===== src/rtl/hbridge_driver.sv =====
// Dual H-bridge driver (L298-style) for the line-following robot.
// Synchronizes the motor controller's direction/enable/duty, generates a
// shared PWM, and runs one FSM per channel that forces a coast interval on
// every direction reversal. All bridge pins are driven from registers.
//
// Handshake: none. Commands are level-sampled every clk after a 2-flop
// synchronizer; there is no valid/ready flow control on this block.
module hbridge_driver #(
    parameter int CNT_W       = 8,
    parameter int DEAD_CYCLES = 16
) (
    input  logic             clk,
    input  logic             rst,
    input  logic [3:0]       motor_in,
    input  logic [1:0]       motor_en,
    input  logic [CNT_W-1:0] duty,
    output logic [3:0]       br_in,
    output logic [1:0]       br_en,
    output logic             busy,
    output logic [7:0]       rev_cnt
);

    typedef enum logic [1:0] {
        ST_COAST = 2'd0,
        ST_DRIVE = 2'd1,
        ST_BRAKE = 2'd2,
        ST_DEAD  = 2'd3
    } ch_state_t;

    // The dead counter exits on 0, so loading N-1 gives exactly N cycles in DEAD.
    localparam logic [15:0] DEAD_LOAD = 16'(DEAD_CYCLES - 1);

    logic [3:0]       motor_m, motor_s;
    logic [1:0]       en_m, en_s;
    logic [CNT_W-1:0] duty_m, duty_s;
    logic [CNT_W-1:0] cnt;
    logic [CNT_W-1:0] duty_q;
    logic             pwm;
    logic [1:0]       rev_hit;
    logic [8:0]       rev_sum;

    // Two-flop synchronizers for everything coming from the motor controller.
    always_ff @(posedge clk or posedge rst) begin
        if (rst) begin
            motor_m <= '0;
            motor_s <= '0;
            en_m    <= '0;
            en_s    <= '0;
            duty_m  <= '0;
            duty_s  <= '0;
        end else begin
            motor_m <= motor_in;
            motor_s <= motor_m;
            en_m    <= motor_en;
            en_s    <= en_m;
            duty_m  <= duty;
            duty_s  <= duty_m;
        end
    end

    // Free-running PWM counter; duty is only taken at the wrap so pulses are never cut short.
    always_ff @(posedge clk or posedge rst) begin
        if (rst) begin
            cnt    <= '0;
            duty_q <= '0;
        end else begin
            cnt <= cnt + 1'b1;
            if (cnt == {CNT_W{1'b1}}) begin
                duty_q <= duty_s;
            end
        end
    end

    // All-ones duty means 100%, otherwise high for duty_q counts per period.
    assign pwm = (duty_q == {CNT_W{1'b1}}) || (cnt < duty_q);

    // Channel 1 is A (bits [3:2], enable [1]); channel 0 is B (bits [1:0], enable [0]).
    for (genvar c = 0; c < 2; c++) begin : g_ch
        logic [1:0] cmd;
        logic       en;
        logic       is_drive;
        ch_state_t  state;
        logic [1:0] dir_q;
        logic [1:0] pend_q;
        logic [1:0] in_q;
        logic       en_q;
        logic [15:0] dcnt;
        logic       rev;
        ch_state_t  idle_state;
        logic [1:0] idle_in;
        logic       idle_en;

        assign cmd      = motor_s[2*c +: 2];
        assign en       = en_s[c];
        assign is_drive = (cmd == 2'b10) || (cmd == 2'b01);
        assign rev      = (state == ST_DRIVE) && en && is_drive && (cmd != dir_q);

        // Next state/outputs selected from a resting state (COAST, BRAKE, expired DEAD).
        always_comb begin
            idle_state = ST_COAST;
            idle_in    = 2'b00;
            idle_en    = 1'b0;
            if (en && is_drive) begin
                idle_state = ST_DRIVE;
                idle_in    = cmd;
                idle_en    = pwm;
            end else if (en && (cmd == 2'b11)) begin
                idle_state = ST_BRAKE;
                idle_in    = 2'b11;
                idle_en    = 1'b1;
            end
        end

        // Channel FSM; pin outputs are registered alongside the state they belong to.
        always_ff @(posedge clk or posedge rst) begin
            if (rst) begin
                state  <= ST_COAST;
                dir_q  <= 2'b00;
                pend_q <= 2'b00;
                in_q   <= 2'b00;
                en_q   <= 1'b0;
                dcnt   <= '0;
            end else begin
                case (state)
                    ST_COAST, ST_BRAKE: begin
                        state <= idle_state;
                        in_q  <= idle_in;
                        en_q  <= idle_en;
                        if (idle_state == ST_DRIVE) dir_q <= cmd;
                    end
                    ST_DRIVE: begin
                        if (!en || (cmd == 2'b00)) begin
                            state <= ST_COAST;
                            in_q  <= 2'b00;
                            en_q  <= 1'b0;
                        end else if (cmd == 2'b11) begin
                            state <= ST_BRAKE;
                            in_q  <= 2'b11;
                            en_q  <= 1'b1;
                        end else if (cmd == dir_q) begin
                            in_q <= dir_q;
                            en_q <= pwm;
                        end else begin
                            state  <= ST_DEAD;
                            dcnt   <= DEAD_LOAD;
                            pend_q <= cmd;
                            in_q   <= 2'b00;
                            en_q   <= 1'b0;
                        end
                    end
                    default: begin
                        // DEAD: pins parked at coast; the latest drive request is remembered.
                        if (is_drive) pend_q <= cmd;
                        if (dcnt == 16'd0) begin
                            if (en && (cmd == pend_q)) begin
                                state <= ST_DRIVE;
                                dir_q <= pend_q;
                                in_q  <= pend_q;
                                en_q  <= pwm;
                            end else begin
                                state <= idle_state;
                                in_q  <= idle_in;
                                en_q  <= idle_en;
                                if (idle_state == ST_DRIVE) dir_q <= cmd;
                            end
                        end else begin
                            dcnt <= dcnt - 16'd1;
                            in_q <= 2'b00;
                            en_q <= 1'b0;
                        end
                    end
                endcase
            end
        end
    end

    assign br_in   = {g_ch[1].in_q, g_ch[0].in_q};
    assign br_en   = {g_ch[1].en_q, g_ch[0].en_q};
    assign busy    = (g_ch[1].state == ST_DEAD) || (g_ch[0].state == ST_DEAD);
    assign rev_hit = {g_ch[1].rev, g_ch[0].rev};
    assign rev_sum = {1'b0, rev_cnt} + {8'd0, rev_hit[1]} + {8'd0, rev_hit[0]};

    // Saturating reversal counter; both channels may reverse in the same cycle.
    always_ff @(posedge clk or posedge rst) begin
        if (rst) begin
            rev_cnt <= '0;
        end else if (rev_sum > 9'd255) begin
            rev_cnt <= 8'd255;
        end else begin
            rev_cnt <= rev_sum[7:0];
        end
    end

endmodule

===== config.mk =====
export PLATFORM = sky130hd
export DESIGN_NAME = hbridge_driver
export DESIGN_NICKNAME = d
export VERILOG_FILES = /design/src/rtl/hbridge_driver.sv
export SDC_FILE = /design/constraint.sdc
export NUM_CORES = 1
export LEC_CHECK = 0
export BUFFER_PORTS_ARGS = -buffer_cell sky130_fd_sc_hd__buf_4
export CAP_MARGIN = 20
export CORE_ASPECT_RATIO = 1.5
export CORE_MARGIN = 4
export CORE_UTILIZATION = 50
export CTS_BUF_LIST = sky130_fd_sc_hd__clkbuf_16
export CTS_CLUSTER_DIAMETER = 200
export CTS_CLUSTER_SIZE = 10
export DETAILED_ROUTE_END_ITERATION = 16
export PLACE_DENSITY = 0.68
export SYNTH_ARGS = -nofsm -noshare
export SYNTH_HDL_FRONTEND = slang
export SYNTH_SLANG_ARGS = --single-unit

===== constraint.sdc =====
create_clock -name clk -period 4.18 [get_ports clk]
set_clock_uncertainty 0.05 [all_clocks]
set_input_delay 0.418 -clock clk [delete_from_list [all_inputs] [get_ports clk]]
set_output_delay 0.418 -clock clk [all_outputs]
set_load 0.05 [all_outputs]

== Word-level counts from Yosys, hierarchy flattened ==
Index checks and enable logic that the tools add are counted.
Word-level totals
  latch bits: 0
  register bits: 102
  bits in read-only memories: 0
  logic and storage cells: 183
  memory bits (writable): 0
  memories: 0
  input port bits: 16
  output and inout bits: 15
Cells by class
  bitwise gates (word level): 4
  add/subtract/negate cells: 5
  shifts and indexed selects: 0
  multipliers: 0
  mux-type cells: 77
  equal/unequal tests: 32
  reduce and logical (&&, ||, !) cells: 42
  order comparisons: 2
  div/mod/pow operators: 0
Operator list (count)
  16-bit two-way mux: 8
  2-bit two-way mux: 42
  16-bit case mux with 2 select lines: 2
  16-bit zero test: 2
  2-bit case mux with 2 select lines: 8
  16-bit by 1-bit subtractor with 16-bit output, second input constant: 2
  5-bit AND reduction: 4
  2-bit equality test, second input constant: 8
  8-bit equality test, second input constant: 2
  2-bit inequality test, second input constant: 8
  1-bit two-way mux: 14
  2-bit by 1-bit equality test with 1-bit output, second input constant: 6
  1-bit logical AND: 12
  8-bit by 1-bit adder with 9-bit output: 1
  9-bit by 1-bit adder with 9-bit output: 1
  9-bit by 8-bit greater-than comparator with 1-bit output, second input constant: 1
  8-bit by 1-bit adder with 8-bit output, second input constant: 1
  2-bit equality test: 4
  2-bit zero test: 4
  8-bit less-than comparator: 1
  8-bit two-way mux: 1
  4-bit inequality test, second input constant: 2
  2-bit AND reduction: 4
  2-bit nonzero test: 4
  7 further kinds: 20

== Depth between registers and ports, before layout ==
  word-level depth: 9
  gate-level depth with buffers: 11
  gate-level depth less buffers: 9

== Worst setup path after synthesis ==
OpenSTA, ideal clock, no wires.
  path type: reg-to-reg
  start point: register motor_s[0]
  end point: register rev_cnt[3]
  buffers on the path: 2
  stages on the path, launching flop included: 12
  arrival: 2573 ps
  setup time: 134 ps
  period minus slack after synthesis: 2757 ps
  data required time: 3996 ps
  path slack: 1423 ps
  cell sequence: dfrtp_1 > clkbuf_1 > inv_1 > ha_1 > and2_0 > and3_1 > fa_1 > ha_1 > and3_1 > clkbuf_1 > nand3_1 > o21ai_0
On the way
  longest elaborated chain between the ends: 7
  elaborated cells between the ends (all ways): 9
  those cells by class: add/sub: 1; order compare: 1; eq/ne: 3; mux: 1; reduce/logical: 3
RTL lines
  start, declared: line 33  | logic [3:0] motor_m, motor_s;
  start signal, assigned: line 53  | motor_s <= motor_m;
  2-bit equality test or 2-bit by 1-bit equality test with 1-bit output (tied branches): line 95  | assign is_drive = (cmd == 2'b10) || (cmd == 2'b01);
  1-bit logical OR: line 95
  1-bit logical AND: line 96  | assign rev = (state == ST_DRIVE) && en && is_drive && (cmd != dir_q);
  1-bit logical AND *: line 96
  9-bit by 1-bit adder with 9-bit output *: line 181  | assign rev_sum = {1'b0, rev_cnt} + {8'd0, rev_hit[1]} + {8'd0, rev_hit[0]};
  9-bit by 8-bit greater-than comparator with 1-bit output: line 187  | end else if (rev_sum > 9'd255) begin
  8-bit two-way mux *: line 187
  end signal, assigned: line 190  | rev_cnt <= rev_sum[7:0];
  end, declared: line 20  | output logic [7:0] rev_cnt
Mark *: on every way between the ends. The rest lies on a longest branch, timed or not.
A chain may end at the register's enable or synchronous reset.

== Final worst setup path ==
Ends and elaborated chain as after synthesis.

==> reports/qor.txt <==
status: finished clean
Mapped Avg Cell Area: 10.1 µm²
Yosys Warn Count: 0
share of cells above drive strength 1: 0.117
Area Overhead vs Synth: 11.8%
Antenna Cells: 0
DRT antenna net count: 0
Switching Share: 0.395
CP startpoint: motor_s[0]
EDFF count, synth: 0
input/output buffers: 30
placed cell area: 5240 µm²
Slew headroom: 0.331
Final Hold Viols: 0
CTS Sinks: 102
Layout Nets: 547
min cycle time layout: 2.87 ns
detailed placer's ending HPWL: 7480 µm
#FFs+latches synth: 102
GR Util All Layers: 0.194
Iteration-0 DRC Markers: 219
Post CTS Setup Buffer Count: 0
WL/cell: 16.0 µm
worst reg-to-reg setup slack: 1.31 ns
combinational share of power: 0.330
clk slew on worst S/H paths: 0.08 ns
cts bufs inserted: 9
Residual DRC: 0
Final setup viols: 0
Fmax: 348 MHz
largest net degree at the start of global routing: 72
worst path cell trace: inv_1 > ha_1 > and2_0 > and3_1 > fa_1 > ha_1 > and3_1 > nand3_1 > o21ai_0
Worst-Margin Slew: 1.00 ns
leak pwr: 0.00247 µW
Sequential Power Share: 0.433
largest cells by area after synthesis: dfrtp_1 52%, ha_1 3.8%, xnor2_1 3.5%, nand2_1 3.3%, a21oi_1 3.0%
Max Cap Viol: 0
Crit Path Max Fanout: 8
Clock Tree Root: clkbuf_16
Post-synth top flop: dfrtp_1
Async SR Flop Fraction: 1.00
HP Class: in2reg
crit end category: flop
Synth top area share: 0.516
via/cell ratio: 5.87
WP data arrival: 3.03 ns
Buf/Inv on CP: 1
# IOs: 31
CP Class: reg2reg
Worst path top cell family by delay: adder cells
Slowest cell on crit path: dfrtp_1
DP Cell Count: 619
hold_buf cts: 0
placer congestion estimate: 0.875
Post-synth top cells: 102 x dfrtp_1, 43 x nand2_1, 39 x nor2_1
fin. max-slew vios: 0
fill cell count: 826
Post-Syn Instances: 491
initial antenna violation count: 0
drt first pass iters: 4
htree depth: 3
Period Utilization, post-route: 0.687
insertion delay to the later sink of the worst-skew pair: 0.35 ns
peak supply drop: 379 µV
non-filler cells, final: 635
most common cell in the synthesized netlist: dfrtp_1
unrepaired setup endpoints after global routing: no
total negative slack: 0 ns
Post-Syn Nets: 523
Mapped Area: 4940 µm²
Core ar.: 9690 µm²
CP peak stage delay: 0.50 ns
sw power: 1320 µW
via count: 3725
die span in x: 89.2 µm
post-CTS resize count: 0
worst r2r src: motor_s[0]
Clock power frac: 0.237
row count: 44
starting density of the core: 0.510
vias in the first global route: 3803
Critical Path RT: 4.34 ns
Total Routed Length: 10200 µm
Worst setup SP type: flop
TritonCTS clock tree: yes
library cells used by synthesis: 59
Final Cell Area: 5530 µm²
first-pass GRT wire length: 17400 µm
Clock Tree Buf Depth: 2
Hold Crit Start: duty[4]
Worst Hold Slack: 0.122 ns
Int Power: 2030 µW
largest area contributor in the netlist: dfrtp_1
GRT overflow: 0
PD cells: 606 nW/µm²
die height: 130 µm
die outline area: 11600 µm²
Seq/Total Area, Yosys: 0.516
metal layers:
metal / share of wire / global-route usage / vias to the layer above
li1: - / - / 1807
met2: 0.54 / 0.351 / 91
met5: 0 / 0 / -
met3: 0.028 / 0.0310 / 27
met1: 0.39 / 0.215 / 1800
met4: 0.039 / 0.0955 / 0
sequential cells by signal (all words and copies together) (netlist names):
signal,flops
duty_s,8
g_ch.pend_q,4
g_ch.dcnt,32
cnt,8
g_ch.en_q,2
g_ch.dir_q,4
duty_m,8
rev_cnt,8
duty_q,8
g_ch.state,4
en_s,2
g_ch.in_q,4
motor_s,4
en_m,2
motor_m,4
final timing paths:
check	endpoint	depth (start not counted)
max reg2reg	rev_cnt[3]	9
min	duty_m[4]	1
min in group asynchronous	rev_cnt[6]	2
min reg2reg	duty_s[6]	0
max in group asynchronous	g_ch[1].dcnt[14]	3
max	rev_cnt[3]	9
layout make-up:
| cell class | count | area (µm²) | share of cell area |
|---|---|---|---|
| Tap cell | 115 | 144 | 0.0260 |
| Inverter | 22 | 85.1 | 0.0154 |
| Clock inverter | 7 | 62.6 | 0.0113 |
| Multi-Input combinational cell | 347 | 2210 | 0.400 |
| Sequential cell | 102 | 2550 | 0.462 |
| Clock buffer | 9 | 225 | 0.0407 |
| Timing Repair Buffer | 33 | 248 | 0.0448 |
power groups by stage:
stage | sequential, µW | clock (µW) | combinational (µW)
after floorplan | 1470 | 0 | 813
after global placement | 1450 | 0 | 1090
after detailed placement | 1460 | 0 | 1110
after CTS | 1450 | 819 | 1110
after global routing | 1490 | 860 | 1240
final | 1450 | 793 | 1110
cells in the final DEF, fill, tap and decap left out, types with 7 or more instances in the layout:
cell | Yosys | layout
a21oi_1 | 30 | 30
a31oi_1 | 11 | 11
and3_1 | 8 | 8
buf_4 | 2 | 33
clkbuf_16 | 0 | 9
dfrtp_1 | 102 | 102
ha_1 | 15 | 15
inv_1 | 22 | 21
nand2_1 | 43 | 43
nand3_1 | 15 | 15
nand4_1 | 9 | 9
nand4b_1 | 7 | 7
nor2_1 | 39 | 39
nor3_1 | 14 | 14
o21ai_0 | 30 | 30
or3_1 | 9 | 9
xnor2_1 | 20 | 20
xor2_1 | 10 | 10
worst register-to-register path, delay by kind of cell, from the launching register on:
kind,cells,cell delay [ns]
flip-flops,1,0.50
buffers and inverters,1,0.08
AO/OA/AOI/OAI,1,0.13
AND/OR/NAND/NOR,4,0.97
adder cells (fa/ha/maj),3,1.02
cell families after synthesis:
group	share of synthesized area
flip-flops	0.516
AO/OA/AOI/OAI	0.132
XOR/XNOR	0.0531
multiplexers	0.0132
AND/OR/NAND/NOR	0.207
buffers and inverters	0.0367
adder cells (fa/ha/maj)	0.0420
stage by stage:
| step | utilization | setup slack [ns] | power, µW |
|---|---|---|---|
| 2_1_floorplan | - | 1.04 | 2280 |
| 3_3_place_gp | 0.541 | 1.39 | 2540 |
| 3_5_place_dp | 0.541 | 1.33 | 2570 |
| 4_1_cts | 0.571 | 1.31 | 3370 |
| 5_1_grt | 0.571 | 1.12 | 3580 |
| 6_report | 0.571 | 1.31 | 3350 |
Note: power is estimated with default switching activity, not from simulation.
